File: src/rtl/sm83_bus_seq_if.sv
// sm83_bus_seq_if -- bundle of request, pad and control signals around the
// SM83 machine-cycle sequencer.
//
//   master modport : the requesting core / testbench side (drives requests,
//                    pad input data, wait line and IR-bank controls)
//   slave modport  : the sequencer itself (drives address, strobes, phase
//                    flags, captured data, opcode and status)
//
// Signals
//   mread/mwrite/mfetch   cycle requests, sampled only in T4
//   ain / aout            request address / held bus address
//   din / ext_dout/ext_oe write data / pad output data and enable
//   ext_din / ext_wait    pad input data / wait request from target
//   dout                  captured read data (forced 0 by ctl_zero_data_oe)
//   rd / wr               active-high bus strobes
//   t1..t4 / tw           one-hot machine-cycle phase
//   busy / timeout        cycle in progress / sticky wait-limit flag
//   opcode / bank_cb      last fetched opcode / CB-prefix bank flag
interface sm83_bus_seq_if #(
   parameter int ADR_WIDTH = 16,
   parameter int WORD_SIZE = 8
);
   logic                 mread;
   logic                 mwrite;
   logic                 mfetch;
   logic [ADR_WIDTH-1:0] ain;
   logic [ADR_WIDTH-1:0] aout;
   logic [WORD_SIZE-1:0] din;
   logic [WORD_SIZE-1:0] ext_dout;
   logic                 ext_oe;
   logic [WORD_SIZE-1:0] ext_din;
   logic                 ext_wait;
   logic [WORD_SIZE-1:0] dout;
   logic                 ctl_zero_data_oe;
   logic                 rd;
   logic                 wr;
   logic                 t1;
   logic                 t2;
   logic                 t3;
   logic                 t4;
   logic                 tw;
   logic                 busy;
   logic                 timeout;
   logic [WORD_SIZE-1:0] opcode;
   logic                 bank_cb;
   logic                 ctl_ir_bank_we;
   logic                 ctl_ir_bank_cb_set;

   modport master (
      output mread, mwrite, mfetch, ain, din, ext_din, ext_wait,
             ctl_zero_data_oe, ctl_ir_bank_we, ctl_ir_bank_cb_set,
      input  aout, ext_dout, ext_oe, dout, rd, wr, t1, t2, t3, t4, tw,
             busy, timeout, opcode, bank_cb
   );

   modport slave (
      input  mread, mwrite, mfetch, ain, din, ext_din, ext_wait,
             ctl_zero_data_oe, ctl_ir_bank_we, ctl_ir_bank_cb_set,
      output aout, ext_dout, ext_oe, dout, rd, wr, t1, t2, t3, t4, tw,
             busy, timeout, opcode, bank_cb
   );
endinterface

File: src/rtl/sm83_bus_seq.sv
// sm83_bus_seq -- SM83 machine-cycle bus sequencer.
//
// Runs a free-running T1->T2->T3->T4 phase ring. In T4 a new read, write or
// opcode-fetch cycle is accepted (write > fetch > read); the accepted cycle
// occupies the following T1..T4, stretched by up to MAX_WAIT wait states
// (TW) while the target holds ext_wait in T3/TW. Read/fetch data is captured
// on the edge that leaves T3/TW for T4.
//
// Ports
//   clk    rising-edge clock
//   reset  synchronous active-high reset
//   bus    sm83_bus_seq_if.slave (requests, pad signals, phase/status)
module sm83_bus_seq #(
   parameter int ADR_WIDTH = 16,
   parameter int WORD_SIZE = 8,
   parameter int MAX_WAIT  = 3
) (
   input  logic           clk,
   input  logic           reset,
   sm83_bus_seq_if.slave  bus
);

   // One-hot phase, bit order {tw, t4, t3, t2, t1}
   localparam logic [4:0] PH_T1 = 5'b00001;
   localparam logic [4:0] PH_T2 = 5'b00010;
   localparam logic [4:0] PH_T3 = 5'b00100;
   localparam logic [4:0] PH_T4 = 5'b01000;
   localparam logic [4:0] PH_TW = 5'b10000;

   // Kind of machine cycle currently on the bus
   localparam logic [1:0] CYC_IDLE  = 2'd0;
   localparam logic [1:0] CYC_READ  = 2'd1;
   localparam logic [1:0] CYC_WRITE = 2'd2;
   localparam logic [1:0] CYC_FETCH = 2'd3;

   localparam logic [3:0] MAX_W = 4'(MAX_WAIT);

   logic [4:0]           phase_reg;
   logic [1:0]           cyc_reg;
   logic [3:0]           wait_cnt_reg;
   logic                 timeout_reg;
   logic [ADR_WIDTH-1:0] aout_reg;
   logic [WORD_SIZE-1:0] ext_dout_reg;
   logic [WORD_SIZE-1:0] dout_reg;
   logic [WORD_SIZE-1:0] opcode_reg;
   logic                 bank_cb_reg;

   logic active;
   logic reads;
   logic writes;

   assign active = (cyc_reg != CYC_IDLE);
   assign reads  = (cyc_reg == CYC_READ) || (cyc_reg == CYC_FETCH);
   assign writes = (cyc_reg == CYC_WRITE);

   always_ff @(posedge clk) begin
      if (reset) begin
         phase_reg    <= PH_T1;
         cyc_reg      <= CYC_IDLE;
         wait_cnt_reg <= '0;
         timeout_reg  <= 1'b0;
         aout_reg     <= '0;
         ext_dout_reg <= '0;
         dout_reg     <= '0;
         opcode_reg   <= '0;
         bank_cb_reg  <= 1'b0;
      end else begin
         if (bus.ctl_ir_bank_we) begin
            bank_cb_reg <= bus.ctl_ir_bank_cb_set;
         end

         case (phase_reg)
            PH_T1: phase_reg <= PH_T2;
            PH_T2: phase_reg <= PH_T3;
            PH_T3, PH_TW: begin
               // Idle cycles ignore ext_wait so they never stretch.
               if (active && bus.ext_wait && (wait_cnt_reg < MAX_W)) begin
                  phase_reg    <= PH_TW;
                  wait_cnt_reg <= wait_cnt_reg + 4'd1;
               end else begin
                  phase_reg <= PH_T4;
                  // Wait limit hit with the target still stalling: the cycle
                  // is forced to finish and the data on the pads is taken.
                  if (active && bus.ext_wait) begin
                     timeout_reg <= 1'b1;
                  end
                  if (reads) begin
                     dout_reg <= bus.ext_din;
                  end
                  if (cyc_reg == CYC_FETCH) begin
                     opcode_reg <= bus.ext_din;
                  end
               end
            end
            PH_T4: begin
               phase_reg <= PH_T1;
               if (bus.mwrite || bus.mfetch || bus.mread) begin
                  aout_reg     <= bus.ain;
                  wait_cnt_reg <= '0;
                  timeout_reg  <= 1'b0;
               end
               if (bus.mwrite) begin
                  cyc_reg      <= CYC_WRITE;
                  ext_dout_reg <= bus.din;
               end else if (bus.mfetch) begin
                  cyc_reg <= CYC_FETCH;
               end else if (bus.mread) begin
                  cyc_reg <= CYC_READ;
               end else begin
                  cyc_reg <= CYC_IDLE;
               end
            end
            default: begin
               phase_reg <= PH_T1;
               cyc_reg   <= CYC_IDLE;
            end
         endcase
      end
   end

   assign bus.t1 = phase_reg[0];
   assign bus.t2 = phase_reg[1];
   assign bus.t3 = phase_reg[2];
   assign bus.t4 = phase_reg[3];
   assign bus.tw = phase_reg[4];

   assign bus.busy     = active;
   assign bus.rd       = reads && !phase_reg[3];
   assign bus.wr       = writes && (phase_reg[1] || phase_reg[2] || phase_reg[4]);
   assign bus.ext_oe   = writes;
   assign bus.ext_dout = ext_dout_reg;
   assign bus.aout     = aout_reg;
   assign bus.timeout  = timeout_reg;
   assign bus.opcode   = opcode_reg;
   assign bus.bank_cb  = bank_cb_reg;

   // Zero-forcing acts on the output only; the captured value survives.
   genvar gi;
   generate
      for (gi = 0; gi < WORD_SIZE; gi++) begin : g_dout
         assign bus.dout[gi] = dout_reg[gi] & ~bus.ctl_zero_data_oe;
      end
   endgenerate

endmodule
File: src/flat_wrapper.sv
// flat-port wrapper written by rule: the top's interface ports become plain ports
module sm83_bus_seq_flat 
#(
   parameter int ADR_WIDTH = 16,
   parameter int WORD_SIZE = 8,
   parameter int MAX_WAIT  = 3
)
  (clk, reset, bus_mread, bus_mwrite, bus_mfetch, bus_ain, bus_din, bus_ext_din, bus_ext_wait, bus_ctl_zero_data_oe, bus_ctl_ir_bank_we, bus_ctl_ir_bank_cb_set, bus_aout, bus_ext_dout, bus_ext_oe, bus_dout, bus_rd, bus_wr, bus_t1, bus_t2, bus_t3, bus_t4, bus_tw, bus_busy, bus_timeout, bus_opcode, bus_bank_cb);
  sm83_bus_seq_if #(.ADR_WIDTH(ADR_WIDTH), .WORD_SIZE(WORD_SIZE)) bus_i ();
  input  logic clk;
  input  logic reset;
  input wire logic [$bits(bus_i.mread)-1:0] bus_mread;
  input wire logic [$bits(bus_i.mwrite)-1:0] bus_mwrite;
  input wire logic [$bits(bus_i.mfetch)-1:0] bus_mfetch;
  input wire logic [$bits(bus_i.ain)-1:0] bus_ain;
  input wire logic [$bits(bus_i.din)-1:0] bus_din;
  input wire logic [$bits(bus_i.ext_din)-1:0] bus_ext_din;
  input wire logic [$bits(bus_i.ext_wait)-1:0] bus_ext_wait;
  input wire logic [$bits(bus_i.ctl_zero_data_oe)-1:0] bus_ctl_zero_data_oe;
  input wire logic [$bits(bus_i.ctl_ir_bank_we)-1:0] bus_ctl_ir_bank_we;
  input wire logic [$bits(bus_i.ctl_ir_bank_cb_set)-1:0] bus_ctl_ir_bank_cb_set;
  output wire logic [$bits(bus_i.aout)-1:0] bus_aout;
  output wire logic [$bits(bus_i.ext_dout)-1:0] bus_ext_dout;
  output wire logic [$bits(bus_i.ext_oe)-1:0] bus_ext_oe;
  output wire logic [$bits(bus_i.dout)-1:0] bus_dout;
  output wire logic [$bits(bus_i.rd)-1:0] bus_rd;
  output wire logic [$bits(bus_i.wr)-1:0] bus_wr;
  output wire logic [$bits(bus_i.t1)-1:0] bus_t1;
  output wire logic [$bits(bus_i.t2)-1:0] bus_t2;
  output wire logic [$bits(bus_i.t3)-1:0] bus_t3;
  output wire logic [$bits(bus_i.t4)-1:0] bus_t4;
  output wire logic [$bits(bus_i.tw)-1:0] bus_tw;
  output wire logic [$bits(bus_i.busy)-1:0] bus_busy;
  output wire logic [$bits(bus_i.timeout)-1:0] bus_timeout;
  output wire logic [$bits(bus_i.opcode)-1:0] bus_opcode;
  output wire logic [$bits(bus_i.bank_cb)-1:0] bus_bank_cb;
  assign bus_i.mread = bus_mread;
  assign bus_i.mwrite = bus_mwrite;
  assign bus_i.mfetch = bus_mfetch;
  assign bus_i.ain = bus_ain;
  assign bus_i.din = bus_din;
  assign bus_i.ext_din = bus_ext_din;
  assign bus_i.ext_wait = bus_ext_wait;
  assign bus_i.ctl_zero_data_oe = bus_ctl_zero_data_oe;
  assign bus_i.ctl_ir_bank_we = bus_ctl_ir_bank_we;
  assign bus_i.ctl_ir_bank_cb_set = bus_ctl_ir_bank_cb_set;
  assign bus_aout = bus_i.aout;
  assign bus_ext_dout = bus_i.ext_dout;
  assign bus_ext_oe = bus_i.ext_oe;
  assign bus_dout = bus_i.dout;
  assign bus_rd = bus_i.rd;
  assign bus_wr = bus_i.wr;
  assign bus_t1 = bus_i.t1;
  assign bus_t2 = bus_i.t2;
  assign bus_t3 = bus_i.t3;
  assign bus_t4 = bus_i.t4;
  assign bus_tw = bus_i.tw;
  assign bus_busy = bus_i.busy;
  assign bus_timeout = bus_i.timeout;
  assign bus_opcode = bus_i.opcode;
  assign bus_bank_cb = bus_i.bank_cb;
  sm83_bus_seq #(.ADR_WIDTH(ADR_WIDTH), .WORD_SIZE(WORD_SIZE), .MAX_WAIT(MAX_WAIT)) u_core (.clk(clk), .reset(reset), .bus(bus_i));
endmodule
File: config.mk
export PLATFORM = sky130hd
export DESIGN_NAME = sm83_bus_seq_flat
export DESIGN_NICKNAME = d
export VERILOG_FILES = /design/src/rtl/sm83_bus_seq_if.sv /design/src/rtl/sm83_bus_seq.sv /design/src/flat_wrapper.sv
export SDC_FILE = /design/constraint.sdc
export NUM_CORES = 1
export LEC_CHECK = 0
export CAP_MARGIN = 0
export CORE_MARGIN = 10
export CORE_UTILIZATION = 45
export DETAILED_ROUTE_END_ITERATION = 16
export GPL_TIMING_DRIVEN = 0
export PLACE_DENSITY = 0.87
export SLEW_MARGIN = 10
export SYNTH_ARGS = -nofsm -noshare
export SYNTH_HDL_FRONTEND = slang
export SYNTH_SLANG_ARGS = --single-unit
export TNS_END_PERCENT = 30
File: constraint.sdc
create_clock -name clk -period 3.8 [get_ports clk]
set_input_delay 0.76 -clock clk [delete_from_list [all_inputs] [get_ports clk]]
set_output_delay 0.76 -clock clk [all_outputs]
set_load 0.1 [all_outputs]
==> After elaboration in Yosys (flattened, before gate mapping) <==
Cells that the tools add are included.
W data, S select, Z words.
{ "totals": {"ff_bits": 53, "input_bits": 41, "out_inout_bits": 51, "word_cells": 66} }
{ "classes": {"add_sub_neg": 1, "magnitude_cmp": 1, "n_eq_ne": 12, "n_mux": 13, "n_bitwise": 10, "n_reduce_logical": 20} }
{ "op_table": {"columns": ["operator", "n"], "rows": [
  ["$pmux W5 S3", 1],
  ["$reduce_and A3 Y1", 3],
  ["$and A1 B1 Y1", 8],
  ["$mux W4", 2],
  ["$pmux W4 S2", 1],
  ["$ne A2 B1 Y1 const B", 3],
  ["$eq A5 B1 Y1 const B", 1],
  ["$eq A5 B2 Y1 const B", 1],
  ["$eq A5 B3 Y1 const B", 1],
  ["$eq A5 B4 Y1 const B", 1],
  ["$eq A5 B5 Y1 const B", 1],
  ["$logic_or A1 B1 Y1", 5],
  ["$mux W5", 1],
  ["$add A4 B1 Y4 const B", 1],
  ["$eq A2 B2 Y1 const B", 2],
  ["$logic_and A1 B1 Y1", 4],
  ["$lt A4 B2 Y1 const B", 1],
  ["$mux W1", 4],
  ["$mux W2", 2],
  ["$pmux W2 S2", 1],
  ["$reduce_and A2 Y1", 2],
  ["$reduce_and A4 Y1", 1],
  ["$reduce_bool A2 Y1", 2],
  ["$reduce_or A4 Y1", 1],
  ["other kinds (6)", 7]
]} }

==> Longest topological paths before layout <==
Gate-level depths: netlist of the first run.
{ "logic_depth": {"ltp_word": 5, "ltp_mapped": 6, "mapped_depth_nobuf": 5} }

==> Worst setup path after synthesis of the first run <==
OpenSTA, ideal clock, no wires.
{ "synth_path": {"path_type": "reg2out", "from": "register u_core.cyc_reg[1]", "to": "output bus_wr", "arrival_time_ns": 3.263, "path_slack_ns": -0.223, "stages_incl_launch_ff": 3, "n_path_buf": 0, "path_cell_list": "dfxtp_1 nor2b_1 nor2b_1"} }
{ "synth_between": {"elab_chain_cells": 2} }
{ "synth_lines": {"columns": ["item", "line", "source"], "rows": [
  ["start: declaration", "sm83_bus_seq.sv:39", "logic [1:0] cyc_reg;"],
  ["start signal: assignment", "sm83_bus_seq.sv:59", "cyc_reg <= CYC_IDLE;"],
  ["start signal: assignment", "sm83_bus_seq.sv:103", "cyc_reg <= CYC_WRITE;"],
  ["start signal: assignment", "sm83_bus_seq.sv:106", "cyc_reg <= CYC_FETCH;"],
  ["$eq A2 B2 Y1", "sm83_bus_seq.sv:54", "assign writes = (cyc_reg == CYC_WRITE);"],
  ["named net bus_ext_oe", "flat_wrapper.sv:24", "output wire logic [$bits(bus_i.ext_oe)-1:0] bus_ext_oe;"],
  ["$logic_and A1 B1 Y1", "sm83_bus_seq.sv:129", "assign bus.wr = writes && (phase_reg[1] || phase_reg[2] || phase_reg[4]);"],
  ["end: declaration", "flat_wrapper.sv:27", "output wire logic [$bits(bus_i.wr)-1:0] bus_wr;"]
]} }
The timed path passes the listed nets, and every way through them passes these cells.

==> Final worst setup path of the first run <==
{ "layout_path": {"from": "input bus_ctl_zero_data_oe", "to": "output bus_dout[0]"} }
{ "layout_between": {"elab_chain_cells": 2} }
{ "layout_lines": {"columns": ["item", "line", "source"], "rows": [
  ["start: declaration", "flat_wrapper.sv:19", "input wire logic [$bits(bus_i.ctl_zero_data_oe)-1:0] bus_ctl_zero_data_oe;"],
  ["$not A1 Y1", "sm83_bus_seq.sv:141", "assign bus.dout[gi] = dout_reg[gi] & ~bus.ctl_zero_data_oe;"],
  ["$and A1 B1 Y1", "sm83_bus_seq.sv:141", null],
  ["end: declaration", "flat_wrapper.sv:25", "output wire logic [$bits(bus_i.dout)-1:0] bus_dout;"]
]} }
Every way passes these cells.

==> run summary, run 1 <==
## Critical path
- worst-case reg-to-reg path depth: 6
- worst-path fanout max: 8
- required time of the critical path: 3.04 ns
- sum of buffers and inverters on the critical path: 2
- cell chain of the critical path: clkdlybuf4s50_1, nor2b_1, clkdlybuf4s50_1
- most frequent cell on the critical path: sky130_fd_sc_hd__clkdlybuf4s50_1
- stage delay of the slowest cell on the critical path: 1.15 ns
- Setup crit start kind: primary input
- category of the critical setup timing path: in -> out
- CP Capture Type: output pin
- CP Data Arrival Time: 2.66 ns
- total stage count of the critical path: 3
- cell with the biggest individual delay on the critical path: sky130_fd_sc_hd__clkdlybuf4s50_1
- crit-path leading delay family: buffers and inverters

## Routing
- router iterations before antenna repair: 4
- drt via density: 4.99
- remaining design rule violation count: 0
- post-detailed-route count of antenna-violating nets: 0
- total number of vias: 1,765
- iteration-0 DRC count of the detailed router: 59
- final routed wire length divided by cell count: 15.8 microns
- Routed WL: 5610 microns

## Clocking
- total CTS buffers: 5
- Post-CTS Repair Setup Buffers: 0
- cts hold-fix bufs: 0
- CTS tree: yes
- count of cells resized by post-cts repair: 0
- post-CTS clock slew at the launch and capture registers of the worst setup and hold paths: 0.09 ns
- Max H-tree Level: 2
- Clock Sink Count: 53
- clock tree root buffer cell: sky130_fd_sc_hd__clkbuf_8
- Max Root-Sink Buffers: 2
- worst skew pair latency: 0.30 ns

## Global routing
- met1 track utilization from global routing: 15.4%
- GRT Overall Usage: 14.9%
- met2 track utilization from global routing: 25.5%
- fraction of met3 tracks used by global routing: 7.54%
- remaining global-route overflow: 0
- pin count of the biggest net entering global routing: 15
- number of global-route vias before repair: 1,864
- antenna violations before repair: 0
- global-route layer with the greatest usage: met2
- first-pass GRT wire length: 9140 microns

## Yosys
- Gate Count Post-Synth: 205
- Post-Synthesis Mean Instance Area: 10.4 sq um
- register bit count reported by yosys: 53
- syn_nets: 247
- ys flop type: sky130_fd_sc_hd__dfxtp_1
- Synth cell types: 39
- combined area of all synthesized cells: 2120 sq um
- warning count from the yosys run: 0
- portion of the post-synthesis area used by sequential elements: 50.0%
- async set-reset flop share out of synthesis: 0%
- Post-synth EDFFs: 0

## STA
- worst slew margin relative to its limit: 32.1%
- fin. max-slew vios: 0
- measured slew at the worst slew-check pin: 1.02 ns
- unrepaired setup endpoints after global routing: no
- worst clock skew on the final layout: 0.00744 ns
- Min Clock Period, post-route: 3.42 ns
- highest clock rate: 0.293 GHz
- total count of hold-check failures in the final report: 0
- summed negative setup slack over all endpoints: 0 ns
- share of the clock period used by the worst path after layout: 89.9%
- total setup violations reported at the end of the flow: 0

## Pwr
- static leakage power: 1.44 nW
- power per cell area: 345 nW/um^2
- maximum VDD drop: 0.242 mV

## Floorplanning
- starting utilization of the core area: 47.5%
- Die X-Extent: 88.7 microns
- Total Die Area: 7870 sq um
- placement row count: 24
- Core Footprint: 4470 sq um
- count of boundary I/O pins: 92
- vertical die dimension: 88.7 microns

## Finish
- most frequent cells in the layout: 90 x sky130_fd_sc_hd__clkdlybuf4s50_1, 53 x sky130_fd_sc_hd__dfxtp_1, 47 x sky130_fd_sc_hd__nor2_1
- number of inserted filler cells in the final layout: 370
- P&R area growth vs syn: 49.7%
- count of placed standard cells in the final layout, fillers left out: 354
- Final Net Count: 344
- fraction of layout cells with a size suffix above 1: 6.62%
- antenna diode count: 0
- number of flip-flops in the largest register: 16
- leading cell type in the layout, fill and taps excluded: sky130_fd_sc_hd__clkdlybuf4s50_1

## Placed design
- number of instances in the placed design: 347
- Final Wtd Congestion: 0.778
- Port Buf Inserts: 90
- Detail Placement HPWL: 4570 microns

## Hold path
- Worst Hold Path Cells: 1
- hold crit path type: reg -> reg

## Run
- max_cap viols: 0

## Outcome
- run status: finished clean

synth_stat cells, types with 2 or more instances:
cell / instances / area share (%)
sky130_fd_sc_hd__a21oi_1: 2 / 0.47
sky130_fd_sc_hd__buf_6: 2 / 1.1
sky130_fd_sc_hd__mux2i_1: 41 / 19
sky130_fd_sc_hd__nor2_1: 47 / 8.3
sky130_fd_sc_hd__clkbuf_1: 6 / 1.1
sky130_fd_sc_hd__o21ai_1: 2 / 0.47
sky130_fd_sc_hd__dfxtp_1: 53 / 50
sky130_fd_sc_hd__nand3_1: 2 / 0.47
sky130_fd_sc_hd__o21ai_0: 2 / 0.47
sky130_fd_sc_hd__nor2b_1: 13 / 3.8
sky130_fd_sc_hd__nand2b_1: 2 / 0.59
sky130_fd_sc_hd__nand2_1: 3 / 0.53
sky130_fd_sc_hd__nor3_1: 4 / 0.94
cell type report:
cell class              count  area, sq um  share of cell area (%)
multi-input cells         141         1000                    31.6
plain buffers              10         57.6                    1.81
inverters                   1         3.75                   0.118
repair buffers             90          901                    28.3
flip-flops and latches     53         1060                    33.4
well taps                  52         65.1                    2.05
clock buffers               7         86.3                    2.72
per-stage QoR:
| step | instance area, sq um | utilization (%) | hold WS (ns) | power [mW] | setup WS, ns |
|---|---|---|---|---|---|
| 6_report | 3180 | 71.0 | 0.477 | 1.10 | 0.382 |
| 5_1_grt | 3180 | 71.0 | 0.494 | 1.14 | 0.282 |
| 4_1_cts | 3180 | 71.0 | 0.479 | 1.11 | 0.359 |
| 3_5_place_dp | 3090 | 69.1 | 0.466 | 0.793 | 0.359 |
| 3_3_place_gp | 3090 | 69.1 | 0.456 | 0.790 | 0.367 |
| 2_1_floorplan | 2130 | - | 0.446 | 0.717 | 0.191 |
final timing paths:
check	from	to	slack (ns)
max reg2reg	u_core.wait_cnt_reg[0]$_SDFFE_PP0P_	u_core.bus.opcode[5]$_SDFFE_PP0P_	1.97
min	u_core.wait_cnt_reg[2]$_SDFFE_PP0P_	u_core.wait_cnt_reg[2]$_SDFFE_PP0P_	0.48
min reg2reg	u_core.wait_cnt_reg[2]$_SDFFE_PP0P_	u_core.wait_cnt_reg[2]$_SDFFE_PP0P_	0.48
max	bus_ctl_zero_data_oe	bus_dout[0]	0.38
routing by layer:
| layer | share of wire (%) | up-vias |
|---|---|---|
| li1 | - | 887 |
| met1 | 38 | 820 |
| met2 | 50 | 50 |
| met3 | 10 | 8 |
| met4 | 1.3 | 0 |
| met5 | 0 | - |
power breakdown:
part / switching (mW) / leakage, nW / total [mW] / internal (mW)
Clock: 0.171 / 0.0443 / 0.316 / 0.145
Sequential: 0.0211 / 0.428 / 0.586 / 0.564
Combinational: 0.119 / 0.969 / 0.194 / 0.0754
Total: 0.311 / 1.44 / 1.10 / 0.785
logic make-up after synthesis:
family / after synthesis / synth area share, %
AO/OA/AOI/OAI: 13 / 5.42
XOR/XNOR: 2 / 1.18
adder cells (fa/ha/maj): 1 / 0.589
buffers and inverters: 11 / 2.89
flip-flops: 53 / 50.0
multiplexers: 41 / 19.3
AND/OR/NAND/NOR: 84 / 20.6
Note: power is estimated with default switching activity, not from simulation.
==> run 2: changes to the inputs <==
--- a/config.mk
+++ b/config.mk
@@ -6,8 +6,10 @@
 export NUM_CORES = 1
 export LEC_CHECK = 0
 export CAP_MARGIN = 0
+export CORE_ASPECT_RATIO = 1.2
 export CORE_MARGIN = 10
 export CORE_UTILIZATION = 45
+export CTS_CLUSTER_DIAMETER = 100
 export DETAILED_ROUTE_END_ITERATION = 16
 export GPL_TIMING_DRIVEN = 0
 export PLACE_DENSITY = 0.87
==> run summary, run 2 (synthesis results as in run 1) <==
## Run
- max_cap viols: 0, unchanged

## Floorplanning
- Core Footprint: 4590 sq um, +2.7%
- starting utilization of the core area: 46.2%, -1.2 points
- count of boundary I/O pins: 92, unchanged
- placement row count: 27, +13%
- Total Die Area: 7880 sq um, +0.14%
- vertical die dimension: 95.2 microns, +7.4%
- Die X-Extent: 82.7 microns, -6.7%

## STA
- summed negative setup slack over all endpoints: 0 ns, unchanged
- Min Clock Period, post-route: 3.42 ns, +0.00506 ns
- highest clock rate: 0.292 GHz, -0.15%
- share of the clock period used by the worst path after layout: 90.1%, +0.13 points
- worst clock skew on the final layout: 0.0106 ns, +0.00316 ns
- unrepaired setup endpoints after global routing: no
- fin. max-slew vios: 0, unchanged
- total setup violations reported at the end of the flow: 0, unchanged
- measured slew at the worst slew-check pin: 1.01 ns, -0.00158 ns
- total count of hold-check failures in the final report: 0, unchanged
- worst slew margin relative to its limit: 32.2%, +0.11 points
- worst path setup slack after routing: 0.377 ns, -0.00506 ns

## Clocking
- count of cells resized by post-cts repair: 0, unchanged
- CTS tree: yes
- post-CTS clock slew at the launch and capture registers of the worst setup and hold paths: 0.08 ns, about the same
- Max H-tree Level: 2, unchanged
- Post-CTS Repair Setup Buffers: 0, unchanged
- total CTS buffers: 5, unchanged
- cts hold-fix bufs: 0, unchanged
- clock tree root buffer cell: sky130_fd_sc_hd__clkbuf_8
- Clock Sink Count: 53, unchanged
- worst skew pair latency: 0.30 ns, about the same
- Max Root-Sink Buffers: 2, unchanged

## Hold path
- hold crit path type: reg -> reg

## Routing
- drt via density: 4.94, -0.88%
- router iterations before antenna repair: 4, unchanged
- final routed wire length divided by cell count: 15.3 microns, -3.2%
- post-detailed-route count of antenna-violating nets: 0, unchanged
- remaining design rule violation count: 0, unchanged
- iteration-0 DRC count of the detailed router: 80, +36%
- Routed WL: 5540 microns, -1.3%
- total number of vias: 1,784, +1.1%

## Global routing
- antenna violations before repair: 0, unchanged
- GRT Overall Usage: 13.9%, -0.99 points
- number of global-route vias before repair: 1,765, -5.3%
- pin count of the biggest net entering global routing: 16, +1
- first-pass GRT wire length: 8600 microns, -6.0%
- remaining global-route overflow: 0, unchanged

## Critical path
- worst-path fanout max: 8, unchanged
- Setup crit start kind: primary input
- most frequent cell on the critical path: sky130_fd_sc_hd__clkdlybuf4s50_1
- category of the critical setup timing path: in -> out
- sum of buffers and inverters on the critical path: 2, unchanged
- CP Capture Type: output pin
- required time of the critical path: 3.04 ns, about the same
- cell with the biggest individual delay on the critical path: sky130_fd_sc_hd__clkdlybuf4s50_1
- CP Data Arrival Time: 2.66 ns, about the same
- stage delay of the slowest cell on the critical path: 1.15 ns, about the same
- crit-path leading delay family: buffers and inverters
- cell chain of the critical path: clkdlybuf4s50_1, nor2b_1, clkdlybuf4s50_1

## Finish
- number of flip-flops in the largest register: 16, unchanged
- P&R area growth vs syn: 49.9%
- multi-input combinational cell area: 1000 sq um, unchanged
- leading cell type in the layout, fill and taps excluded: sky130_fd_sc_hd__clkdlybuf4s50_1
- fraction of layout cells with a size suffix above 1: 6.93%, +0.31 points
- most frequent cells in the layout: 90 x sky130_fd_sc_hd__clkdlybuf4s50_1, 53 x sky130_fd_sc_hd__dfxtp_1, 47 x sky130_fd_sc_hd__nor2_1
- Final Net Count: 344, unchanged
- count of placed standard cells in the final layout, fillers left out: 361, +2.0%
- number of inserted filler cells in the final layout: 387, +4.6%
- antenna diode count: 0, unchanged
- combined flip-flop and latch cell area: 1060 sq um, unchanged

## Pwr
- power per cell area: 340 nW/um^2, -1.2%
- static leakage power: 1.44 nW, about the same
- maximum VDD drop: 0.270 mV, +11%

## Outcome
- run status: finished clean

## Placed design
- Port Buf Inserts: 90, unchanged
- Detail Placement HPWL: 4500 microns, -1.5%
- post-placement setup slack: 0.366 ns, +0.00694 ns
- Final Wtd Congestion: 0.770, -1.0%
- number of instances in the placed design: 353, +1.7%

==> run 2: cell count changes in the layout (fill, tap and decap cells not counted), sizes merged <==
cell    delta
clkinv     +2
clkbuf     -1
==> run 2: cell type report <==
class                      count  share of cell area [%]
sequential                    53                    33.3
multi-input combinational    141                    31.5
timing repair buffer          90                    28.3
clock buffer                   6                    2.28
tap                           58                    2.28
buffer                        10                    1.81
clock inverter                 2                   0.315
inverter                       1                   0.118
==> run 2: report_power, final <==
group          total (mW)  internal, mW  switching, mW
Sequential          0.586         0.564         0.0218
Clock               0.302         0.128          0.174
Combinational       0.195        0.0754          0.119
==> run 2: per-layer routing <==
layer / vias up / part of all wire, % / global-route usage [%]
met4: 0 / 1.5 / 5.03
met2: 41 / 55 / 25.0
met1: 846 / 36 / 14.3
met5: - / 0 / 0
li1: 890 / - / -
met3: 7 / 7.1 / 4.99
==> run 2: worst paths after layout <==
path,from,to,slack [ns],cells past startpoint
max,bus_ctl_zero_data_oe,bus_dout[3],0.38,3
min,u_core.wait_cnt_reg[2]$_SDFFE_PP0P_,u_core.wait_cnt_reg[2]$_SDFFE_PP0P_,0.47,1
max reg2reg,u_core.wait_cnt_reg[0]$_SDFFE_PP0P_,u_core.bus.opcode[2]$_SDFFE_PP0P_,1.98,6
min reg2reg,u_core.wait_cnt_reg[2]$_SDFFE_PP0P_,u_core.wait_cnt_reg[2]$_SDFFE_PP0P_,0.47,1
==> run 2: through the flow <==
step	util (%)	total power [mW]	hold WS (ns)	area [sq um]
2_1_floorplan	-	0.717	0.446	2130
3_5_place_dp	67.5	0.795	0.463	3100
3_3_place_gp	67.5	0.791	0.456	3100
6_report	69.3	1.08	0.474	3180
5_1_grt	69.3	1.13	0.502	3180
4_1_cts	69.3	1.09	0.475	3180
==> run 2: worst reg2reg max path, stage by stage (launching register included) <==
cell                        delay [ns]
sky130_fd_sc_hd__dfxtp_1          0.33
sky130_fd_sc_hd__ha_1             0.20
sky130_fd_sc_hd__or3_4            0.32
sky130_fd_sc_hd__buf_6            0.14
sky130_fd_sc_hd__o2111ai_4        0.39
sky130_fd_sc_hd__mux2i_1          0.27
sky130_fd_sc_hd__nor2_1           0.05
